`config.mk`:
```
export PLATFORM = sky130hd
export DESIGN_NAME = shift_deser
export DESIGN_NICKNAME = d
export VERILOG_FILES = /design/src/rtl/shift_deser_pkg.sv /design/src/rtl/shift_deser_bit_counter.sv /design/src/rtl/shift_deser.sv
export SDC_FILE = /design/constraint.sdc
export NUM_CORES = 1
export LEC_CHECK = 0
export CELL_PAD_IN_SITES_DETAIL_PLACEMENT = 2
export CELL_PAD_IN_SITES_GLOBAL_PLACEMENT = 2
export CORE_UTILIZATION = 31
export DETAILED_ROUTE_END_ITERATION = 12
export GPL_TIMING_DRIVEN = 0
export MAX_ROUTING_LAYER = met4
export PLACE_DENSITY = 0.75
export SYNTH_ARGS = -nofsm -noshare
export SYNTH_HDL_FRONTEND = slang
export SYNTH_SLANG_ARGS = --single-unit
```
`constraint.sdc`:
```
create_clock -name clk -period 1.3 [get_ports clk]
set_input_delay 0.13 -clock clk [delete_from_list [all_inputs] [get_ports clk]]
set_output_delay 0.13 -clock clk [all_outputs]
set_load 0.01 [all_outputs]
```
`src/rtl/shift_deser_pkg.sv`:
```
// shift_deser_pkg: shared constants for the serial-to-parallel receiver.
//   state_t          : FSM encoding (ST_IDLE = 0, ST_RECV = 1)
//   ORDER_*_FIRST    : values of the latched bit-order flag
package shift_deser_pkg;

  typedef enum logic {
    ST_IDLE = 1'b0,
    ST_RECV = 1'b1
  } state_t;

  localparam logic ORDER_LSB_FIRST = 1'b0;
  localparam logic ORDER_MSB_FIRST = 1'b1;

endpackage

```
`src/rtl/shift_deser_bit_counter.sv`:
```
// bit_counter: frame bit counter for shift_deser.
//   clk   : rising-edge clock
//   rst   : synchronous reset, active-low
//   clr   : return count to 0 (wins over en)
//   en    : increment count
//   count : current count, W bits
module bit_counter #(
  parameter int W = 4
) (
  input  logic         clk,
  input  logic         rst,
  input  logic         clr,
  input  logic         en,
  output logic [W-1:0] count
);

  always_ff @(posedge clk) begin
    if (!rst)      count <= '0;
    else if (clr)  count <= '0;
    else if (en)   count <= count + W'(1);
  end

endmodule

```
`src/rtl/shift_deser.sv`:
```
// shift_deser: serial-to-parallel receiver with a valid/ready holding register.
// Collects N bits strobed by ser_valid after a start pulse, then moves the
// completed word into data_out so the next frame can be received while the
// consumer stalls.
// Ports:
//   clk, rst (sync, active-low)
//   start, shift_type        : begin frame / bit order (0 LSB-first, 1 MSB-first)
//   ser_in, ser_valid        : serial bit and its strobe
//   data_ready, clr_ovr      : consumer accept / clear sticky overrun
//   data_out, data_valid     : received word and its valid flag
//   busy, overrun, par_err   : frame in progress / word dropped / parity error
// Build option: define SHIFT_DESER_PARITY_EN to expect one even-parity bit
// after the N data bits and report par_err; otherwise par_err is 0.
module shift_deser
  import shift_deser_pkg::*;
#(
  parameter int N = 8
) (
  input  logic         clk,
  input  logic         rst,
  input  logic         start,
  input  logic         shift_type,
  input  logic         ser_in,
  input  logic         ser_valid,
  input  logic         data_ready,
  input  logic         clr_ovr,
  output logic [N-1:0] data_out,
  output logic         data_valid,
  output logic         busy,
  output logic         overrun,
  output logic         par_err
);

  localparam int CW = $clog2(N + 2);
`ifdef SHIFT_DESER_PARITY_EN
  localparam int FRAME_LEN = N + 1;
`else
  localparam int FRAME_LEN = N;
`endif

  state_t         state;
  logic           order;
  logic [N-1:0]   sreg;
  logic [N-1:0]   shifted;
  logic [N-1:0]   word_new;
  logic [CW-1:0]  cnt;
  logic           bit_acc;
  logic           last;
  logic           data_bit;
  logic           load;
  logic           drop;

  // start always wins over a coincident ser_valid, dropping that bit
  assign bit_acc  = (state == ST_RECV) && ser_valid && !start;
  assign last     = bit_acc && (cnt == CW'(FRAME_LEN - 1));
  // the parity bit (count == N) never enters the data register
  assign data_bit = bit_acc && (cnt < CW'(N));

  assign shifted = (order == ORDER_MSB_FIRST) ? {sreg[N-2:0], ser_in}
                                              : {ser_in, sreg[N-1:1]};

  // holding register frees up in the same cycle the consumer takes it
  assign load = last && (!data_valid || data_ready);
  assign drop = last && data_valid && !data_ready;
  assign busy = (state == ST_RECV);

`ifdef SHIFT_DESER_PARITY_EN
  logic par_new;
  logic par_q;
  // final strobe carries the parity bit; data is already complete in sreg
  assign word_new = sreg;
  assign par_new  = (^sreg) ^ ser_in;
  assign par_err  = par_q;

  always_ff @(posedge clk) begin
    if (!rst)      par_q <= 1'b0;
    else if (load) par_q <= par_new;
  end
`else
  assign word_new = shifted;
  assign par_err  = 1'b0;
`endif

  bit_counter #(.W(CW)) u_cnt (
    .clk   (clk),
    .rst   (rst),
    .clr   (start || last),
    .en    (bit_acc),
    .count (cnt)
  );

  always_ff @(posedge clk) begin
    if (!rst) begin
      state      <= ST_IDLE;
      order      <= ORDER_LSB_FIRST;
      sreg       <= '0;
      data_out   <= '0;
      data_valid <= 1'b0;
      overrun    <= 1'b0;
    end else begin
      case (state)
        ST_IDLE: begin
          if (start) begin
            state <= ST_RECV;
            order <= shift_type;
            sreg  <= '0;
          end
        end
        ST_RECV: begin
          if (start) begin
            // restart: discard the partial frame
            order <= shift_type;
            sreg  <= '0;
          end else begin
            if (data_bit) sreg  <= shifted;
            if (last)     state <= ST_IDLE;
          end
        end
        default: state <= ST_IDLE;
      endcase

      if (load) begin
        data_out   <= word_new;
        data_valid <= 1'b1;
      end else if (data_valid && data_ready) begin
        data_valid <= 1'b0;
      end

      // a new drop wins over a coincident clear
      if (drop)         overrun <= 1'b1;
      else if (clr_ovr) overrun <= 1'b0;
    end
  end

endmodule

```
Word-level counts from Yosys, hierarchy flattened
Cells that the tools add are included.
W data, S select, Z words.
{"block": "classes", "addsub": 1, "n_mul": 0, "n_reduce_logical": 17, "n_bitwise": 2, "shift": 0, "eq_ne": 3, "magnitude_cmp": 1, "div_mod_pow": 0, "muxes": 14}
{"cell": "$mux W8", "n": 4}
{"cell": "$pmux W8 S2", "n": 1}
{"cell": "$logic_and A1 B1 Y1", "n": 8}
{"cell": "$mux W1", "n": 8}
{"cell": "$add A4 B1 Y4 const B", "n": 1}
{"cell": "$eq A4 B3 Y1 const B", "n": 1}
{"cell": "$lt A4 B4 Y1 const B", "n": 1}
{"cell": "$reduce_bool A2 Y1", "n": 2}
{"cell": "$logic_not A1 Y1", "n": 3}
{"cell": "$ne A3 B2 Y1 const B", "n": 1}
{"cell": "$logic_or A1 B1 Y1", "n": 2}
{"cell": "$ne A2 B2 Y1 const B", "n": 1}
{"cell": "$not A1 Y1", "n": 2}
{"cell": "$pmux W1 S2", "n": 1}
{"cell": "$reduce_and A2 Y1", "n": 1}
{"cell": "$reduce_or A2 Y1", "n": 1}
{"block": "totals", "mem_count": 0, "ram_bits": 0, "romBits": 0, "in_bits": 8, "wordCells": 45, "latchBits": 0, "ff_bits": 24, "output_inout_bits": 12}

Longest topological paths before layout
Gate-level depths: netlist of the first run.
{"block": "logic_depth", "ltp_word": 6, "ltp_mapped": 4, "ltp_nobuf": 4}

Cells and area by module
Synthesis of the first run repeated with hierarchy kept, for this count alone.
{"block": "hier_totals", "cells_unflattened": 119, "area_unflattened_um2": 1129.8}
{"mod": "shift_deser", "instances": 1, "seq_area_each_um2": 400.4, "area_each_um2": 948.4, "cells_per_inst": 102}
{"mod": "bit_counter", "instances": 1, "seq_area_each_um2": 80.1, "area_each_um2": 181.4, "cells_per_inst": 17}

Worst setup path before layout of the first run
Ideal clock, no wire load.
{"block": "synth_timing", "path_type": "register to register", "startpoint": "register state (netlist: busy)", "endpoint": "register u_cnt.count[3]", "required_ns": 1.230, "path_stages_with_launch": 4, "setup_ns": 0.070, "synth_period_minus_slack_ns": 1.262, "arrival_time_ns": 1.192, "path_buffers": 0, "setup_slack_ns": 0.038, "path_cell_list": "dfxtp_1 -> nand3b_4 -> or4_1 -> a21oi_1"}
{"block": "synth_via", "elab_chain_cells": 5}
{"element": "start, declared", "line_no": "shift_deser.sv:41", "source": "state_t state;"}
{"element": "start signal, assigned", "line_no": "shift_deser.sv:94", "source": "state <= ST_IDLE;"}
{"element": "start signal, assigned", "line_no": "shift_deser.sv:104", "source": "state <= ST_RECV;"}
{"element": "start signal, assigned", "line_no": "shift_deser.sv:116", "source": "if (last) state <= ST_IDLE;"}
{"element": "$logic_and A1 B1 Y1 (*) (2 in series)", "line_no": "shift_deser.sv:54", "source": "assign bit_acc = (state == ST_RECV) && ser_valid && !start;"}
{"element": "$logic_and A1 B1 Y1", "line_no": "shift_deser.sv:55", "source": "assign last = bit_acc && (cnt == CW'(FRAME_LEN - 1));"}
{"element": "$logic_or A1 B1 Y1", "line_no": "shift_deser.sv:87", "source": ".clr (start || last),"}
{"element": "$reduce_or A2 Y1 (no source line)"}
{"element": "end signal, assigned", "line_no": "shift_deser_bit_counter.sv:20", "source": "else if (en) count <= count + W'(1);"}
{"element": "end, declared", "line_no": "shift_deser_bit_counter.sv:14", "source": "output logic [W-1:0] count"}
Mark *: on every way between the ends. The rest lies on a longest branch, timed or not.
A chain may end at the register's enable or synchronous reset.

Worst setup path in the final report of the first run
Same ends and word-level chain as after synthesis.

==> metrics, run 1 <==
Root Driver clkbuf_4; Tmin final 1.302 ns; overall routed net length 3106 µm; fraction of final layout cells with drive strength greater than 1 0.2517; largest incremental delay on the critical path 0.51 ns; first-pass GRT wire length 5023 µm; cell count after synthesis 117; number of diodes 0; number of global-route vias before repair 1079; final instance area 0.001500 mm²; largest net degree at the start of global routing 15; crit end category flop; count of flip-flops with a built-in enable after synthesis 0; post-DP HPWL 2137 µm; clk_skew 0.01044 ns; vias after detailed routing 951; I/O Buffers 17; post-synthesis average cell area 9.689 µm²; via count normalized by instance count 5.032; setup slack of the most critical reg-to-reg path -0.002 ns; post-layout total power 1432 µW; share of synthesized registers carrying an async set or reset 0; routed len/inst 16.43 µm; clock edge transition at the registers on the reported setup and hold paths 0.15 ns; Max FO, Critical Path 4; worst-case setup margin in the final layout -0.002434 ns; post-place instance area 0.001361 mm²; crit-path leading delay family simple AND/OR/NAND/NOR gates; die extent in y 62.47 µm; period utilisation layout 1.002; Syn. warnings 0; number of distinct standard cells referenced by the synthesized netlist 33; Power Dens Cells 954.5 mW/mm²; count of filler cells inserted in the layout 386; leading cell type in the layout, fill and taps excluded dfxtp_1; total number of nets in the final design 153; data required time of the critical path 1.57 ns; commonest cells after routing, fill and taps aside dfxtp_1 (19), nand2_1 (16), dlygate4sd2_1 (12), mux2i_1 (8), buf_4 (7); Worst Reg2Reg Path Length in Cells 4; First DRT Iteration DRCs 15; r2r endpoint u_cnt.count[3]; Post-Syn Nets 126; Core Rows 21; peak supply drop 395.7 µV; sequential fraction of the synthesis area 0.4238; max capacitance violation total 0; combined buffer and inverter count along the critical path 1; launch instance of the worst register-to-register path busy; Worst Hold End sreg[2]; Max H-tree Level 1; length of the first detailed-routing pass in iterations 4; total CTS buffers 3; synthesis-to-layout area growth 32.34%; start point of the worst min-delay path rst; top flip-flop cell by instance count after synthesis dfxtp_1; Antenna Violating Nets Remaining 0; worst endpoint data arrival time 1.57 ns; Final setup viols 1; result of the run complete, but fails checks; worst-case clock buffer depth 2; TritonCTS clock tree yes; insertion delay of the later-clocked pin in the worst-skew pair 0.34 ns; floorplan core area 0.003416 mm²; I/O pin count 20; cell chain of the critical path buf_4 -> nand3b_4 -> or4_4 -> a21oi_2; maximum clock rate 0.7678 GHz; violations in the final reports setup timing; Netlist Area Pre-Place 0.001134 mm²; Final Hold Viols 0; class of the tightest hold or removal check in2reg; hold-critical path depth 2; CTS sink count 24; Post-route DRC 0; Global Route Usage Sum 0.1694; register bit total from synthesis 24; Leak 0.0006555 µW; CTS Hold Buffers Added 0; setup repair after global routing missed its margin yes; antenna violations before repair 0; crit start category flop; die area 0.003903 mm²; DIE WIDTH 62.47 µm; max-slew violation total from the final report 0; initial core utilization 0.3319; critical-path cell with the highest stage delay or4_4; placer congestion estimate 0.7461; remaining global-route overflow 0; Critical Setup Path Class reg2reg
-- registers in the layout (all words and copies together), names as in the netlist --
name         flops
busy             1
u_cnt.count      4
data_out         8
data_valid       1
order            1
overrun          1
sreg             8
-- through the flow --
stage | hold WS [ns] | instances | utilization | worst slack, ns | TNS [ns]
6_report | 0.1610 | 189 | 0.4392 | -0.002434 | -0.002434
5_1_grt | 0.1566 | 189 | 0.4392 | -0.03681 | -0.08660
4_1_cts | 0.1849 | 189 | 0.4260 | 0.01185 | 0
3_5_place_dp | 0.4598 | 180 | 0.3985 | -0.4151 | -6.791
3_3_place_gp | 0.4442 | 180 | 0.3985 | -0.3878 | -6.035
2_1_floorplan | 0.2967 | 117 | - | 0.03846 | 0
-- worst max path at each step --
| stage | startpoint | end | slack, ns | cells past startpoint |
|---|---|---|---|---|
| after floorplan | busy | u_cnt.count[3] | 0.04 | 3 |
| after global placement | start | u_cnt.count[0] | -0.39 | 5 |
| after detailed placement | start | data_out[6] | -0.42 | 4 |
| after CTS | u_cnt.count[0] | data_out[3] | 0.01 | 4 |
| after global routing | busy | u_cnt.count[3] | -0.04 | 4 |
| final | busy | u_cnt.count[3] | -0.002 | 4 |
-- repair_timing --
item | in CTS | in global routing
setup endpoints to repair | 25 | 12
pin swaps | 2 | 1
resized for setup | 20 | 10
buffers inserted | 5 | 0
-- cell families after synthesis --
family	Yosys count	synth area share
other cells	1	0.003308
mux	15	0.1380
fa+ha+maj	1	0.01104
compound gates	16	0.1071
flops	24	0.4238
simple gates	49	0.2572
buf+inv	9	0.04414
xor+xnor	2	0.01546
-- synthesized netlist by cell type (all sizes together), types with 3 or more instances --
cell type	instances	area share
mux2i	10	0.088
dfxtp	24	0.42
nand3	7	0.035
o21a	4	0.026
nor3	3	0.018
mux2	5	0.050
o211a	3	0.026
and3	3	0.017
a21boi	5	0.033
nand2	17	0.056
nor2	6	0.020
clkbuf	3	0.0099
nand4	3	0.017
buf	4	0.028
-- where the power goes --
part	switching (µW)	total [µW]	internal, µW	leakage [µW]
combinational	64.1	122	58.4	0.000431
sequential	3.08	744	741	0.000196
clock	253	566	312	0.0000279
-- final cells by class --
type	count	area, µm²	area share
multi-input combinational	84	658.1	0.4387
sequential	24	489.2	0.3261
buffer	7	42.54	0.02836
inverter	2	7.507	0.005004
clock inverter	1	30.03	0.02002
tap	46	57.56	0.03837
timing repair buffer	22	192.7	0.1284
clock buffer	3	22.52	0.01501
-- metal layers --
layer / track usage / part of all wire / vias to the layer above
met5: - / 0 / -
met4: 0.05233 / 0.029 / 0
met3: 0.03102 / 0.031 / 9
met2: 0.2976 / 0.50 / 22
met1: 0.1939 / 0.44 / 461
li1: - / - / 459
Note: power is estimated with default switching activity, not from simulation.
==> inputs of run 2 (changes only) <==
--- a/constraint.sdc
+++ b/constraint.sdc
@@ -3,2 +3,2 @@
 set_output_delay 0.13 -clock clk [all_outputs]
-set_load 0.01 [all_outputs]
+set_load 0.1 [all_outputs]
==> metrics, run 2 (synthesis gave the netlist of run 1 again) <==
result of the run completed; insertion delay of the later-clocked pin in the worst-skew pair 0.33 ns; Max H-tree Level 1; I/O pin count 20; commonest cells after routing, fill and taps aside dfxtp_1 (19), nand2_1 (16), mux2i_1 (10), clkbuf_4 (10); floorplan core area 0.003416 mm²; placer congestion estimate 0.7063; first-pass GRT wire length 4961 µm; max capacitance violation total 0; I/O Buffers 17; combined buffer and inverter count along the critical path 1; synthesis-to-layout area growth 28.59%; Final setup viols 0; number of global-route vias before repair 1000; total number of nets in the final design 150; top flop regs data_out x8, sreg x8, u_cnt.count x4; Tmin final 1.258 ns; die extent in y 62.47 µm; largest net degree at the start of global routing 15; placed cell count 180; Met2 Wirelength 1448 µm; total CTS buffers 3; period utilisation layout 0.9679; uppermost routed layer met4; antenna violations before repair 0; total met3 wirelength after detailed routing 105 µm; crit end category flop; largest incremental delay on the critical path 0.49 ns; leading cell type in the layout, fill and taps excluded dfxtp_1; clock edge transition at the registers on the reported setup and hold paths 0.15 ns; routed len/inst 16.26 µm; setup repair after global routing missed its margin yes; First DRT Iteration DRCs 38; worst endpoint data arrival time 1.53 ns; Routed met1 length 1432 µm; Post-route DRC 0; Antenna Violating Nets Remaining 0; maximum clock rate 0.7948 GHz; number of diodes 0; non-filler instance count after layout 186; TritonCTS clock tree yes; die area 0.003903 mm²; clk_skew 0.009780 ns; peak supply drop 568.1 µV; vias after detailed routing 940; DIE WIDTH 62.47 µm; Leak 0.0006150 µW; max-slew violation total from the final report 0; Power Dens Cells 992.4 mW/mm²; class of the tightest hold or removal check in2reg; length of the first detailed-routing pass in iterations 4; pre-CTS setup slack -0.4099 ns; worst-case clock buffer depth 2; Global Route Usage Sum 0.1688; remaining global-route overflow 0; Final Hold Viols 0; critical-path cell with the highest stage delay or4_1; Core Rows 21; cell chain of the critical path buf_4 -> nand3_1 -> or4_1 -> a21oi_2; overall routed net length 3025 µm; post-DP HPWL 2127 µm; count of filler cells inserted in the layout 386; fraction of final layout cells with drive strength greater than 1 0.2857; Critical Setup Path Class reg2reg; initial core utilization 0.3319; crit start category flop; data required time of the critical path 1.57 ns; CTS sink count 24; via count normalized by instance count 5.054; worst-case setup margin in the final layout 0.04175 ns; Root Driver clkbuf_4; Max FO, Critical Path 2; CTS Hold Buffers Added 0; crit-path leading delay family simple AND/OR/NAND/NOR gates
run 2: area by class of cell:
cell class                 count  area [µm²]  area share
tap                           46       57.56     0.03948
buffer                         7       45.04     0.03090
clock buffer                   3       22.52     0.01545
multi-input combinational     84       650.6      0.4464
clock inverter                 1       30.03     0.02060
inverter                       2       7.507    0.005150
sequential                    24       491.7      0.3373
timing repair buffer          19       152.6      0.1047
run 2: layer usage:
metal | global-route usage | up-vias
met4 | 0.06977 | 0
met5 | - | -
met1 | 0.1934 | 459
met3 | 0.03285 | 4
li1 | - | 458
met2 | 0.2867 | 19
run 2: final timing paths:
| path | endpoint | from | cells past startpoint | slack (ns) |
|---|---|---|---|---|
| setup / recovery | u_cnt.count[3] | u_cnt.count[0] | 4 | 0.04 |
| hold / removal | sreg[2] | rst | 2 | 0.16 |
| setup reg to reg | u_cnt.count[3] | u_cnt.count[0] | 4 | 0.04 |
| hold reg to reg | data_out[4] | data_out[4] | 2 | 0.48 |
run 2: what timing repair did:
action / CTS / global route
gates resized for setup: 62 / 13
buffers inserted: 0 / 2
cloned: 0 / 0
endpoints found under the hold margin: 0 / 0
endpoints found under the setup margin: 24 / 21
pin swaps: 0 / 2
run 2: report_power, final:
group	switching [µW]	internal, µW	total [µW]
logic	83.7	51.0	135
clock network	254	312	566
registers	7.43	739	746
run 2: stage by stage:
step / hold slack (ns) / utilization / setup TNS, ns / power [µW] / instance area [µm²]
2_1_floorplan: 0.2954 / - / -0.02372 / 846.0 / 1150
3_3_place_gp: 0.4431 / 0.4033 / -8.694 / 889.4 / 1378
3_5_place_dp: 0.4586 / 0.4033 / -9.499 / 893.1 / 1378
4_1_cts: 0.1543 / 0.4099 / -0.02999 / 1462 / 1400
5_1_grt: 0.1543 / 0.4267 / -0.04498 / 1514 / 1458
6_report: 0.1620 / 0.4267 / 0 / 1447 / 1458
